`src/rtl/riscv_pipe_pkg.sv`:
```
// Shared definitions for the RV32 pipeline control slice: hazard FSM states,
// register index width and default dmem timeout.
package riscv_pipe_pkg;

  localparam int REG_IDX_W       = 5;
  localparam int MEM_TIMEOUT_DEF = 256;

  typedef enum logic [1:0] {
    ST_RUN      = 2'd0,
    ST_MEM_WAIT = 2'd1,
    ST_ERROR    = 2'd2
  } hz_state_e;

  // x0 is hard-wired to zero, so a load targeting it never creates a hazard.
  function automatic logic load_use_hit(
    input logic                 ld,
    input logic [REG_IDX_W-1:0] rd,
    input logic [REG_IDX_W-1:0] rs1,
    input logic [REG_IDX_W-1:0] rs2
  );
    return ld && (rd != '0) && ((rd == rs1) || (rd == rs2));
  endfunction

endpackage

```
`src/rtl/hz_branch_eval.sv`:
```
// Taken decision for the control-flow instruction sitting in EX/MEM,
// from its jump/branch-type flags and the ALU zero / signed less-than results.
module hz_branch_eval (
  input  logic jmp_i,
  input  logic beq_i,
  input  logic bneq_i,
  input  logic bge_i,
  input  logic blt_i,
  input  logic zero_i,
  input  logic lt_i,
  output logic taken_o
);

  assign taken_o = jmp_i
                 | (beq_i  &  zero_i)
                 | (bneq_i & ~zero_i)
                 | (blt_i  &  lt_i)
                 | (bge_i  & ~lt_i);

endmodule

```
`src/rtl/pipe_hazard_ctrl.sv`:
```
// Hazard/stall/flush sequencer for the 5-stage RV32 pipeline: dmem wait-state FSM,
// branch/jump redirect, load-use bubble and saturating stall/flush counters.
module pipe_hazard_ctrl
  import riscv_pipe_pkg::*;
#(
  parameter int MEM_TIMEOUT = MEM_TIMEOUT_DEF,
  parameter int CNT_W       = 32
) (
  input  logic                 clk,
  input  logic                 rst,
  input  logic [REG_IDX_W-1:0] ifid_rs1,
  input  logic [REG_IDX_W-1:0] ifid_rs2,
  input  logic                 idex_mr,
  input  logic [REG_IDX_W-1:0] idex_rd,
  input  logic                 exmem_jmp,
  input  logic                 exmem_beq,
  input  logic                 exmem_bneq,
  input  logic                 exmem_bge,
  input  logic                 exmem_blt,
  input  logic                 exmem_zero,
  input  logic                 exmem_lt,
  input  logic                 exmem_mr,
  input  logic                 exmem_mw,
  input  logic                 dmem_ready,
  output logic                 pc_write,
  output logic                 ifid_write,
  output logic                 pc_sel_target,
  output logic                 ifid_flush,
  output logic                 idex_flush,
  output logic                 exmem_flush,
  output logic                 exmem_hold,
  output logic                 memwb_bubble,
  output logic                 dmem_req,
  output logic                 mem_err,
  output logic [CNT_W-1:0]     stall_cnt,
  output logic [CNT_W-1:0]     flush_cnt,
  output logic [1:0]           fsm_state
);

  localparam int WAIT_W = $clog2(MEM_TIMEOUT + 1);

  // Handshake: dmem_req is held high for the whole access; the access retires in
  // the first cycle dmem_ready is sampled high while dmem_req is high.

  hz_state_e         state_q;
  logic [WAIT_W-1:0] wait_q;
  logic [CNT_W-1:0]  stall_cnt_q;
  logic [CNT_W-1:0]  flush_cnt_q;

  logic taken;
  logic lu_hit;
  logic req;
  logic in_err;
  logic mem_stall;
  logic active;
  logic redirect;
  logic lu_stall;
  logic hold;
  logic pc_write_int;

  hz_branch_eval u_branch_eval (
    .jmp_i   (exmem_jmp),
    .beq_i   (exmem_beq),
    .bneq_i  (exmem_bneq),
    .bge_i   (exmem_bge),
    .blt_i   (exmem_blt),
    .zero_i  (exmem_zero),
    .lt_i    (exmem_lt),
    .taken_o (taken)
  );

  assign lu_hit = load_use_hit(idex_mr, idex_rd, ifid_rs1, ifid_rs2);

  always_comb begin
    req = 1'b0;
    case (state_q)
      ST_RUN:      req = exmem_mr | exmem_mw;
      ST_MEM_WAIT: req = 1'b1;
      default:     req = 1'b0;
    endcase
    in_err    = (state_q == ST_ERROR);
    mem_stall = req & ~dmem_ready;
    // A memory stall freezes EX/MEM and ID/EX, so redirect and load-use wait for it.
    active       = ~in_err & ~mem_stall;
    redirect     = active & taken;
    lu_stall     = active & ~taken & lu_hit;
    hold         = in_err | mem_stall;
    pc_write_int = ~hold & ~lu_stall;
  end

  always_ff @(posedge clk or posedge rst) begin
    if (rst) begin
      state_q     <= ST_RUN;
      wait_q      <= '0;
      stall_cnt_q <= '0;
      flush_cnt_q <= '0;
    end else begin
      case (state_q)
        ST_RUN: begin
          if (mem_stall) begin
            state_q <= ST_MEM_WAIT;
            wait_q  <= WAIT_W'(1);
          end
        end
        ST_MEM_WAIT: begin
          if (dmem_ready) begin
            state_q <= ST_RUN;
            wait_q  <= '0;
          end else if (wait_q == WAIT_W'(MEM_TIMEOUT)) begin
            state_q <= ST_ERROR;
          end else begin
            wait_q <= wait_q + WAIT_W'(1);
          end
        end
        ST_ERROR: state_q <= ST_ERROR;
        default: begin
          state_q <= ST_RUN;
          wait_q  <= '0;
        end
      endcase
      if (!pc_write_int && (stall_cnt_q != '1)) stall_cnt_q <= stall_cnt_q + CNT_W'(1);
      if (redirect && (flush_cnt_q != '1))      flush_cnt_q <= flush_cnt_q + CNT_W'(1);
    end
  end

  // Every output is forced low while reset is held.
  assign pc_write      = ~rst & pc_write_int;
  assign ifid_write    = ~rst & pc_write_int;
  assign pc_sel_target = ~rst & redirect;
  assign ifid_flush    = ~rst & redirect;
  assign idex_flush    = ~rst & (redirect | lu_stall);
  assign exmem_flush   = ~rst & redirect;
  assign exmem_hold    = ~rst & hold;
  assign memwb_bubble  = ~rst & hold;
  assign dmem_req      = ~rst & req;
  assign mem_err       = ~rst & in_err;
  assign stall_cnt     = stall_cnt_q;
  assign flush_cnt     = flush_cnt_q;
  assign fsm_state     = state_q;

endmodule

```
`config.mk`:
```
export PLATFORM = sky130hd
export DESIGN_NAME = pipe_hazard_ctrl
export DESIGN_NICKNAME = d
export VERILOG_FILES = /design/src/rtl/riscv_pipe_pkg.sv /design/src/rtl/hz_branch_eval.sv /design/src/rtl/pipe_hazard_ctrl.sv
export SDC_FILE = /design/constraint.sdc
export NUM_CORES = 1
export LEC_CHECK = 0
export ABC_CLOCK_PERIOD_IN_PS = 3700
export BUFFER_PORTS_ARGS = -buffer_cell sky130_fd_sc_hd__buf_2
export CAP_MARGIN = 40
export CORE_MARGIN = 3
export CORE_UTILIZATION = 40
export DETAILED_ROUTE_END_ITERATION = 8
export PLACE_DENSITY = 0.61
export RECOVER_POWER = 100
export SLEW_MARGIN = 30
export SYNTH_ARGS = -nofsm -noshare
export SYNTH_HDL_FRONTEND = slang
export SYNTH_SLANG_ARGS = --single-unit
```
`constraint.sdc`:
```
create_clock -name clk -period 3.7 [get_ports clk]
set_clock_uncertainty 0.2 [all_clocks]
set_input_delay 0 -clock clk [delete_from_list [all_inputs] [get_ports clk]]
set_output_delay 0 -clock clk [all_outputs]
set_load 0.005 [all_outputs]
```
Yosys cells after proc, flatten, opt, wreduce, memory -nomap -nowiden:

Cells that the tools add are included.

* word-level logic and storage cells: 68
* register bits: 75
* input port bits: 28

* reduce and logical (&&, ||, !) cells: 10
* mux-type cells: 9
* add/sub/neg operators: 3
* bitwise gates (word level): 32
* equality and inequality tests: 10

Operators with widths (number)
* $add A32 B1 Y32 const B: 2
* $ne A32 B32 Y1 const B: 2
* $mux W9: 3
* $pmux W9 S3: 1
* $and A1 B1 Y1: 16
* $eq A5 B5 Y1: 2
* $add A9 B1 Y9 const B: 1
* $eq A9 B9 Y1 const B: 1
* $not A1 Y1: 9
* $or A1 B1 Y1: 7
* $mux W2: 3
* $ne A3 B3 Y1 const B: 2
* $pmux W2 S3: 1
* $reduce_bool A5 Y1: 1
* $logic_and A1 B1 Y1: 4
* $reduce_and A3 Y1: 1
* $eq A2 B1 Y1 const B: 1
* $eq A2 B2 Y1 const B: 1
* $logic_not A2 Y1: 1
* $ne A2 B2 Y1 const B: 1
* $pmux W1 S2: 1
* $reduce_and A2 Y1: 1
* $logic_not A1 Y1: 1
* $logic_or A1 B1 Y1: 1

Logic depth before layout (Yosys ltp):

Gate-level depths: netlist of the first run.

* word-level depth: 12
* depth in mapped cells: 9
* gate-level depth less buffers: 9

Hierarchy:

A second synthesis of the first run with hierarchy kept.

* cell total of the unflattened synthesis: 396
* area total of the unflattened synthesis: 3965.1 um^2

Modules (own cells, without submodules)
* pipe_hazard_ctrl: area each 3937.5 um^2, cells an instance 393, instances 1
* hz_branch_eval: area each 27.5 um^2, cells an instance 3, instances 1

Worst setup path before layout of the first run:

No wires, ideal clock.

* path type: reg2reg
* from: register flush_cnt_q[23], in the netlist flush_cnt[23]
* to: register flush_cnt_q[1], in the netlist flush_cnt[1]
* setup slack: 1.372 ns
* clock period less this slack: 2.328 ns
* data arrival time: 2.004 ns
* setup time: 0.125 ns
* cell stages (with the launch flop): 7
* cells stage by stage: dfrtp_1 > and4_1 > and4_1 > nor3b_1 > and4_1 > nor3_2 > mux2_2

* longest elaborated chain between the ends: 2

RTL lines
* start: declaration: RTL line pipe_hazard_ctrl.sv:48 `logic [CNT_W-1:0] flush_cnt_q;`
* start signal: assignment: RTL line pipe_hazard_ctrl.sv:122 `if (redirect && (flush_cnt_q != '1)) flush_cnt_q <= flush_cnt_q + CNT_W'(1);`
* $ne A32 B32 Y1: RTL line pipe_hazard_ctrl.sv:122
* $logic_and A1 B1 Y1: RTL line pipe_hazard_ctrl.sv:122

No other way between the ends.
A chain may end at the register's enable or synchronous reset.

Final worst setup path of the first run:

* from: register state_q[0], in the netlist fsm_state[0]
* to: register stall_cnt_q[11], in the netlist stall_cnt[11]

* longest elaborated chain between the ends: 11
* elaborated cells on any way between the ends: 16

RTL lines
* start: declaration: RTL line pipe_hazard_ctrl.sv:45 `hz_state_e state_q;`
* start signal: assignment: RTL line pipe_hazard_ctrl.sv:93 `state_q <= ST_RUN;`
* start signal: assignment: RTL line pipe_hazard_ctrl.sv:101 `state_q <= ST_MEM_WAIT;`
* start signal: assignment: RTL line pipe_hazard_ctrl.sv:107 `state_q <= ST_RUN;`
* $eq A2 B1 Y1 or $logic_not A2 Y1 (tied branches): RTL line pipe_hazard_ctrl.sv:76 `case (state_q)`
* $pmux W1 S2: RTL line pipe_hazard_ctrl.sv:76
* $and A1 B1 Y1: RTL line pipe_hazard_ctrl.sv:82 `mem_stall = req & ~dmem_ready;`
* $not A1 Y1: RTL line pipe_hazard_ctrl.sv:84 `active = ~in_err & ~mem_stall;`
* $and A1 B1 Y1: RTL line pipe_hazard_ctrl.sv:84
* $and A1 B1 Y1 (2 in series): RTL line pipe_hazard_ctrl.sv:86 `lu_stall = active & ~taken & lu_hit;`
* $not A1 Y1: RTL line pipe_hazard_ctrl.sv:88 `pc_write_int = ~hold & ~lu_stall;`
* $and A1 B1 Y1 (*): RTL line pipe_hazard_ctrl.sv:88
* $logic_not A1 Y1 (*): RTL line pipe_hazard_ctrl.sv:121 `if (!pc_write_int && (stall_cnt_q != '1)) stall_cnt_q <= stall_cnt_q + CNT_W'(1);`
* $logic_and A1 B1 Y1 (*): RTL line pipe_hazard_ctrl.sv:121
* end signal: assignment: RTL line pipe_hazard_ctrl.sv:121
* end: declaration: RTL line pipe_hazard_ctrl.sv:47 `logic [CNT_W-1:0] stall_cnt_q;`

Every way passes the cells marked *; elsewhere a longest branch is shown, timed or not.

==> results of run 1 <==
==> sequential cells by signal (all words and copies together) (netlist names) <==
| signal | cells |
|---|---|
| wait_q | 9 |
| stall_cnt | 32 |
| fsm_state | 2 |
| flush_cnt | 32 |
==> power by group through the flow <==
stage               Sequential, uW  Clock, uW  Combinational, uW
floorplan                      993          0                184
global placement               999          0                315
detailed placement            1010          0                319
CTS                            990        822                326
global route                  1010        858                346
finish                         990        801                306
==> area by class of cell <==
class                           instances  share of cell area
Sequential cell                        75               0.398
Timing Repair Buffer                  113               0.115
Clock buffer                           12              0.0350
Tap cell                              129              0.0342
Inverter                                7             0.00557
Clock inverter                          4              0.0202
Multi-Input combinational cell        283               0.392
==> worst reg2reg max path: stages, from the launching register on <==
cell	delay [ns]
dfrtp_1	0.49
nor3_1	0.38
o21ai_0	0.34
a21oi_1	0.72
o21bai_1	0.49
nor3_1	0.16
xnor2_1	0.17
==> logic make-up after synthesis <==
kind of cell / Yosys count / share of synthesized area
muxes: 3 / 0.00883
xor gates and xnor gates: 78 / 0.181
AOI/OAI and AO/OA: 21 / 0.0419
adders and majority gates: 4 / 0.0131
DFF: 75 / 0.491
buffers and inverters: 15 / 0.0200
and+or+nand+nor: 177 / 0.245
==> per-layer routing <==
layer  track usage  part of all wire  wire (um)
met1         0.233              0.46       4180
met2         0.289              0.47       4300
met3        0.0467             0.061        562
met4        0.0484             0.012        107
met5             0                 0          0
==> synthesized netlist by cell type, drive strengths merged (2+ instances only) <==
cell type,number
and2,4
nor3,14
o22ai,2
buf,7
dfrtp,75
and4,10
nand4,22
nand3,37
and3,12
o21ai,7
mux2,3
ha,4
inv,7
nor4,5
xor2,19
nand2,38
xnor2,59
nor2,26
a21oi,4
==> metrics by stage <==
| stage | total power (uW) | cell area, um^2 | util |
|---|---|---|---|
| after global placement | 1310 | 4480 | 0.483 |
| after floorplan | 1180 | 3820 | - |
| final | 2100 | 4720 | 0.508 |
| after global routing | 2210 | 4720 | 0.508 |
| after detailed placement | 1320 | 4480 | 0.483 |
| after CTS | 2140 | 4800 | 0.517 |
==> final timing paths <==
check	startpoint	cells after the start	slack [ns]	end
setup / recovery	fsm_state[0]	6	0.62	stall_cnt[11]
hold / removal	rst	3	0.27	flush_cnt[5]
setup reg to reg	fsm_state[0]	6	0.62	stall_cnt[11]
hold reg to reg	flush_cnt[6]	1	0.29	flush_cnt[6]
max in group asynchronous	rst	4	1.15	stall_cnt[14]
min in group clk	idex_mr	5	0.27	idex_flush
==> timing repair <==
action                                 4_1_cts  5_1_grt
hold buffers                                 6        0
endpoints found under the hold margin       26        0
setup endpoints to repair                    0        0
==> impl_metrics.toml, run 1 <==
[global_route]
grt_pass1_vias = 3187
grt_pass1_wl_um = 15600
grt_max_degree = 29
grtUsageTotal = 0.177
antenna_found_initial = 0
grt-ovfl-total = 0

[setup_path]
cpMostUsedCell = "nor3_1"
critPathKind = "register to register"
critPathMaxStageDelay_ns = 0.72
start_kind = "register"
critical-path-top-delay-family = "compound AO/OA/AOI/OAI gates"
worst-path-buf-inv = 0
cp.required_ns = 3.72
arrival_ns = 3.10
end_kind = "register"
path_cells = "nor3_1 -> o21ai_0 -> a21oi_1 -> o21bai_1 -> nor3_1 -> xnor2_1"
crit_slowest_cell = "a21oi_1"
path_max_fanout = 11

[floorplanning]
core_area_mm2 = 0.00928
start_util = 0.412
die-area_mm2 = 0.0108
io_pins = 104
rows = 35
dieHeight_um = 104
die_x_um = 104

[final_layout]
seq_area_mm2 = 0.00188
syn_to_final_growth_pct = 23.3
final_cell_mix = "dfrtp_1, buf_2, xnor2_1"
layout.cells.non_filler = 623
drive_above_1_share = 0.172
nets = 521
n_antenna_cell = 0
multi_input_area_mm2 = 0.00185
layout_commonest_cell = "dfrtp_1"
fillCellCount = 921

[place]
place_ws_ns = 1.00
place_congestion = 0.860
place_hpwl_um = 6890
io_buffers = 103
dp_cells = 601

[yosys]
synth.top_cell.area_share = 0.491
seq_area_frac_synth = 0.491
synth_warnings = 0
synth.distinct_cells = 44
synth_nets = 405
synth_edf_count = 0
yosys_most_used_dff = "dfrtp_1"
syn_avg_cell_area_um2 = 10.3
postSynthCellCount = 373
yosys.area.top_type = "dfrtp_1"
synth_area_leaders = "dfrtp_1, xnor2_1, nand3_1"
ys_ff_latch = 75
netlist_area_mm2 = 0.00382
synthArstFlopShare = 1.00

[clock_tree]
cts.repair.resized = 0
ctsHtreeMaxLevel = 3
post-cts-setup-buffers = 0
cts_sinks = 75
clk_latency_ns = 0.35
cts_tree = "done"
ctsLongestPathBuffers = 2
numCtsBuffers = 9
clk_pin_slew_worst_paths_ns = 0.08
root_buffer = "clkbuf_8"

[power_and_ir_drop]
power.density_mw_per_mm2 = 445
p_int_uw = 1540
seqPwrFrac = 0.472
power.leakage_uw = 0.00212
power.share.combinational = 0.146
max-vdd-ir-drop_v = 0.000324
sw_frac_of_total = 0.264
clockPowerShare = 0.382
p_sw_uw = 554

[flow_run]
drv_cap = 1

[timing]
setup_viol = 0
slew_headroom = 0.00522
rsz0062_at_grt = "no"
fmax_ghz = 0.325
timing.final.crit_share = 0.832
fin_ws_ns = 0.621
tightest_slew_ns = 1.49
hold_viol_final = 0
drv_slew = 0
tns_ns = 0
min_period_ns = 3.08
fin_worst_hold_slack_ns = 0.265

[status]
violations = "max-capacitance violations"
status = "finished, violations left"

[routing]
dr.pass1.iters = 4
ant_nets = 0
drt-initial-drc-count = 94
routed_wl_um = 9150
via_count = 3171
drc = 0
avgRoutedWirePerCell_um = 14.7
viasPerCell = 5.09

[hold_path]
hold_class = "primary input to async pin"
Power figures use the tool's default switching activity.
==> inputs of run 2 (changes only) <==
--- a/config.mk
+++ b/config.mk
@@ -5,7 +5,7 @@
 export SDC_FILE = /design/constraint.sdc
 export NUM_CORES = 1
 export LEC_CHECK = 0
-export ABC_CLOCK_PERIOD_IN_PS = 3700
+export ABC_CLOCK_PERIOD_IN_PS = 2940
 export BUFFER_PORTS_ARGS = -buffer_cell sky130_fd_sc_hd__buf_2
 export CAP_MARGIN = 40
 export CORE_MARGIN = 3
==> constraint.sdc (replaced) <==
create_clock -name clk -period 2.94 [get_ports clk]
set_clock_uncertainty 0.2 [all_clocks]
set_input_delay 0 -clock clk [delete_from_list [all_inputs] [get_ports clk]]
set_output_delay 0 -clock clk [all_outputs]
set_load 0.005 [all_outputs]
==> impl_metrics.toml, run 2 (synthesized netlist as in run 1, its figures left out) <==
[floorplanning]
io_pins = 104
rows = 35
dieHeight_um = 104
core_area_mm2 = 0.00928
die_x_um = 104
die-area_mm2 = 0.0108
start_util = 0.412

[routing]
avgRoutedWirePerCell_um = 14.9
routed_wl_um = 9390
via_count = 3270
viasPerCell = 5.21
dr.pass1.iters = 4
ant_nets = 0
drc = 0
drt-initial-drc-count = 147

[place]
place_congestion = 0.850
placed_cell_area_mm2 = 0.00452
place_hpwl_um = 7240
io_buffers = 103

[final_layout]
nets = 526
layout_commonest_cell = "dfrtp_1"
multi_input_area_mm2 = 0.00186
n_antenna_cell = 0
final_cell_mix = "dfrtp_1, buf_2, xnor2_1"
syn_to_final_growth_pct = 23.7
seq_area_mm2 = 0.00188
final_area_mm2 = 0.00473
post-route-util = 0.510
fillCellCount = 934
drive_above_1_share = 0.196

[hold_path]
hold_class = "primary input to async pin"

[timing]
fmax_ghz = 0.389
tns_ns = 0
setup_viol = 0
drv_slew = 0
min_period_ns = 2.57
timing.final.crit_share = 0.875
rsz0062_at_grt = "no"
hold_viol_final = 0
tightest_slew_ns = 1.07
slew_headroom = 0.287

[global_route]
grt-ovfl-total = 0
globalRouteMet3Util = 0.0498
grt_max_degree = 44
use_met2 = 0.267
antenna_found_initial = 0
grtUsageTotal = 0.177
grt_pass1_wl_um = 15700
busiest_layer = "met2"
use_met1 = 0.247
grt_pass1_vias = 3059

[power_and_ir_drop]
sw_frac_of_total = 0.282
p_int_uw = 1820
clockPowerShare = 0.351
power_uw = 2530
max-vdd-ir-drop_v = 0.000355
power.share.combinational = 0.156
seqPwrFrac = 0.493
power.density_mw_per_mm2 = 535
p_sw_uw = 715
power.leakage_uw = 0.00214

[setup_path]
path_max_fanout = 10
start_kind = "register"
arrival_ns = 2.60
critPathKind = "register to register"
end_kind = "register"
cp.required_ns = 2.97

[clock_tree]
cts_sinks = 75
post-cts-setup-buffers = 0
numCtsBuffers = 9
cts_tree = "done"
ctsHtreeMaxLevel = 3
ctsLongestPathBuffers = 2
clk_latency_ns = 0.35
clk_pin_slew_worst_paths_ns = 0.08
root_buffer = "clkbuf_8"

[status]
status = "complete, no violations"

[flow_run]
drv_cap = 0
-- run 2: path summary, 6_finish.rpt --
check / from / endpoint / slack, ns / cells after the start
setup / recovery: fsm_state[1] / stall_cnt[26] / 0.37 / 7
hold / removal: rst / flush_cnt[2] / 0.17 / 3
setup reg to reg: fsm_state[1] / stall_cnt[26] / 0.37 / 7
hold reg to reg: flush_cnt[18] / flush_cnt[18] / 0.29 / 1
max in group asynchronous: rst / wait_q[4] / 0.88 / 4
min in group clk: idex_mr / idex_flush / 0.24 / 5
-- run 2: what timing repair did --
| action | in CTS | in global routing |
|---|---|---|
| hold buffers | 6 | 0 |
| resized for setup | 0 | 2 |
| endpoints found under the setup margin | 0 | 2 |
| hold endpoints to repair | 38 | 0 |
-- run 2: critical path: stages (launching register included) --
cell	delay (ns)
dfrtp_1	0.44
or2_2	0.35
o21ai_1	0.22
a21oi_1	0.12
clkbuf_1	0.20
nor2_1	0.51
nand4_1	0.24
xnor2_1	0.18
-- run 2: stage by stage --
step	hold slack (ns)	worst slack (ns)	cells
6_report	0.170	0.366	628
5_1_grt	0.268	0.116	628
2_1_floorplan	-0.169	0.612	373
4_1_cts	0.0208	0.269	628
3_3_place_gp	-0.145	0.341	605
3_5_place_dp	-0.147	0.281	606
-- run 2: power groups by stage --
stage / Clock (uW) / Combinational, uW / Sequential (uW)
2_1_floorplan: 0 / 231 / 1250
3_3_place_gp: 0 / 400 / 1260
3_5_place_dp: 0 / 408 / 1270
4_1_cts: 920 / 416 / 1250
5_1_grt: 952 / 440 / 1270
6_report: 888 / 395 / 1250
-- run 2: per-layer routing --
layer  wire [um]  vias to the layer above
met1        4310                     1587
met4         151                        0
met5           0                        -
met3         722                       12
met2        4210                      115
li1            -                     1556
-- run 2: layout make-up --
class	instances	share of cell area
Tap cell	129	0.0341
Multi-Input combinational cell	283	0.393
Clock buffer	10	0.0291
Clock inverter	6	0.0188
Inverter	7	0.00555
Sequential cell	75	0.397
Timing Repair Buffer	118	0.123
